===== src/rtl/ber_sat_accum.sv =====
// Saturating accumulator: adds inc to total when en is high and clamps at
// the all-ones value of the total width.
module ber_sat_accum #(
  parameter int W  = 16,
  parameter int IW = 6
) (
  input  logic          clk,
  input  logic          rst,
  input  logic          en,
  input  logic [IW-1:0] inc,
  output logic [W-1:0]  total
);

  // One guard bit above the wider operand so the raw sum never overflows.
  localparam int SW = ((W > IW) ? W : IW) + 1;

  logic [SW-1:0] sum;
  logic [SW-1:0] max_val;

  assign sum     = SW'(total) + SW'(inc);
  assign max_val = SW'({W{1'b1}});

  // Accumulate, clamping to the maximum representable total.
  always_ff @(posedge clk or posedge rst) begin
    if (rst) begin
      total <= '0;
    end else if (en) begin
      total <= (sum > max_val) ? '1 : sum[W-1:0];
    end
  end

endmodule


===== config.mk =====
export PLATFORM = sky130hd
export DESIGN_NAME = ber_sat_accum
export DESIGN_NICKNAME = d
export VERILOG_FILES = /design/src/rtl/ber_sat_accum.sv
export SDC_FILE = /design/constraint.sdc
export NUM_CORES = 1
export LEC_CHECK = 0
export ABC_AREA = 1
export BUFFER_PORTS_ARGS = -buffer_cell sky130_fd_sc_hd__buf_2
export CAP_MARGIN = 20
export CORE_MARGIN = 2
export CORE_UTILIZATION = 30
export CTS_CLUSTER_DIAMETER = 120
export DETAILED_ROUTE_END_ITERATION = 10
export HOLD_SLACK_MARGIN = 0.12
export PLACE_DENSITY_LB_ADDON = 0.2
export SYNTH_ARGS = -nofsm -noshare
export SYNTH_HDL_FRONTEND = slang
export SYNTH_SLANG_ARGS = --single-unit

===== constraint.sdc =====
create_clock -name clk -period 2.56 [get_ports clk]
set_input_delay 0.128 -clock clk [delete_from_list [all_inputs] [get_ports clk]]
set_output_delay 0.128 -clock clk [all_outputs]
set_load 0.01 [all_outputs]

==> flow_summary_export.csv <==
group,metric,value,unit
final_layout,top_register,"total",
place,routabilityCongestion,0.746,
place,numPortBuffers,24,
timing,worst_slack,0.717,ns
clock_tree,clkLatencyLatePin,0.25,ns
pwr,p_leak,0.825,nW
timing,tightest_slew,0.651,ns
pwr,irDropWorstVdd,0.284,mV
synth,synth_top_family_by_area,"simple AND/OR/NAND/NOR gates",
synth,synthCells,177,
clock_tree,cts_resized,0,
drt,drt_drc_violations_left,0,
timing,fin_tns_setup,0,ns
worst_setup_path,crit_fanout,9,
drt,drt_iter0_markers,53,
synth,synth_fa_ha_area_frac,0.0758,
timing,setup_viol_count_final,0,
worst_setup_path,crit_path_end_kind,"flop",
final_layout,largest_registers,"total x16",
place,dp_hpwl,2130,um
synth,synth.avg_cell_area,7.09,um^2
die,dieHeight,68.7,um
worst_setup_path,r2r-end,"total[11]",
clock_tree,clock_tree.root_cell,"clkbuf_8",
worst_setup_path,start_kind,"flop",
drt,vias,1162,
timing,hold_slack,0.281,ns
min_path,hp-class,"input port to flop",
grt,antenna_found_initial,0,
flow_run,drv_cap,0,
status,status,"finished clean",
final_layout,area_growth,17.6,%
synth,syn_area,1250,um^2
die,initial_core_util,0.314,
final_layout,fin_cells,252,
final_layout,largest_reg_flops,16,
die,chipWidth,68.7,um
grt,grt_max_degree,28,
die,dieArea,4720,um^2
final_layout,layout-drive-gt1-share,0.203,
final_layout,final_cell_mix,"49 x nand2_1, 31 x inv_1, 26 x nand3_1",
worst_setup_path,r2r_start,"total[0]",
drt,vias_per_cell,4.61,
clock_tree,clock-sinks,16,
worst_setup_path,crit_end,"total[11]",
worst_setup_path,cp.required,2.75,ns
final_layout,antenna_cells,0,
final_layout,final_common_cell,"nand2_1",
clock_tree,cts_made_buffers,3,
grt,grt.total_usage,0.139,
drt,drtAntennaViolNets,0,
pwr,power.density,964,nW/um^2
grt,grt.overflow.total,0,
synth,synth-compound-area-share,0.0259,
timing,drv_slew,0,
worst_setup_path,critPathArrivalTime,2.04,ns
clock_tree,htreeDepth,1,
synth,synth-seq-cells,16,
worst_setup_path,worstSetupPathType,"flop to flop",
synth,yosys_warnings,0,
clock_tree,clk_pin_slew_worst_paths,0.07,ns
final_layout,final_area,1480,um^2
drt,detail_route.wl_per_cell,11.3,um
synth,synth-simple-area-share,0.435,
timing,clock_skew,0.00256,ns
grt,first_global_vias,1128,
die,core_region_area,4000,um^2
final_layout,nets,219,
synth,muxShareOfSynthArea,0,
place,dp_cells,247,
timing,relSlewSlack,0.565,
grt,grt_first_pass_wirelength,4950,um
synth,yosysSeqAreaShare,0.319,
synth,synthesis.nets,193,
timing,finalCriticalPeriod,1.84,ns
timing,rsz0062_at_grt,"no",
place,pre_cts_ws,0.711,ns
die,ios,25,
die,rows,23,
drt,first_pass_iters,4,
place,placedInstanceArea,1410,um^2
worst_setup_path,startpoint,"total[0]",
clock_tree,cts_tree,"built",
timing,finalHoldViolCount,0,
drt,wirelength,2850,um
synth,synthXorXnorAreaFrac,0.0279,
timing,timing.final.crit_share,0.720,
timing,fmax,0.543,GHz
worst_setup_path,r2r.worst_path.cells,10,
synth,synth.distinct_cells,25,
worst_setup_path,rrSetupSlack,0.72,ns
clock_tree,cts_max_path_buffers,2,
[area by class of cell]
| cell class | count | area (um^2) |
|---|---|---|
| clock buffer | 4 | 55.1 |
| fill | 438 | 2520 |
| inverter | 32 | 120 |
| multi-input combinational | 125 | 708 |
| sequential | 16 | 400 |
| tap | 50 | 62.6 |
| timing repair buffer | 25 | 130 |
[how the worst min path moves through the flow]
stage | from | to | slack (ns) | cells past startpoint
2_1_floorplan | rst | total[0] | 0.04 | 1
3_3_place_gp | rst | total[0] | 0.26 | 2
3_5_place_dp | rst | total[14] | 0.27 | 2
4_1_cts | inc[0] | total[0] | 0.28 | 5
5_1_grt | inc[0] | total[0] | 0.31 | 5
6_report | inc[0] | total[0] | 0.28 | 5
[power by group]
group	switching, W	internal [W]	total, W
Clock	0.0000983	0.000137	0.000235
Sequential	0.000108	0.000340	0.000448
Combinational	0.000444	0.000296	0.000740
Total	0.000650	0.000773	0.00142
[what timing repair did]
action | 4_1_cts | 5_1_grt
buffers inserted | 0 | 0
hold endpoints to repair | 16 | 0
hold buffers | 1 | 0
[through the flow]
step / total power, W / utilization
after floorplan: 0.00100 / -
after CTS: 0.00144 / 0.369
after global placement: 0.00121 / 0.353
final: 0.00142 / 0.369
after global routing: 0.00158 / 0.369
after detailed placement: 0.00120 / 0.353
[logic make-up (layout without fill, tap and decap cells)]
logic type	count (synthesis)	count (layout)
simple gates	108	108
buf+inv	36	61
flops	16	16
fa+ha+maj	7	7
compound gates	6	6
xor+xnor	4	4
[synth_stat cells, drive strengths merged]
master | number | share of area
nor3 | 2 | 0.026
o21ai | 1 | 0.0040
nor2 | 11 | 0.033
nand3b | 3 | 0.018
fa | 1 | 0.016
or2 | 5 | 0.025
a21oi | 4 | 0.016
nand4 | 8 | 0.052
clkbuf | 1 | 0.0030
xnor2 | 2 | 0.014
ha | 6 | 0.060
buf | 3 | 0.018
nand2 | 52 | 0.17
dfrtp | 16 | 0.32
inv | 32 | 0.096
o21bai | 1 | 0.0060
xor2 | 2 | 0.014
nand3 | 27 | 0.11
[layer usage]
metal  vias to the layer above  GRT usage  wire length [um]
met3                         2     0.0308               126
met5                         -          0                 0
met1                       530      0.187              1440
met2                        20      0.221              1260
li1                        610          -                 -
met4                         0     0.0450                21
[worst max-delay path: stages (launching register included)]
cell and delay, ns:
dfrtp_1 0.36, ha_1 0.19, inv_1 0.06, fa_1 0.40
inv_1 0.09, nand2_1 0.07, nand3_2 0.14, nand4_4 0.17
inv_2 0.11, nand2_4 0.08, nand3_1 0.11
No activity file was read; power rests on OpenSTA's default activity.
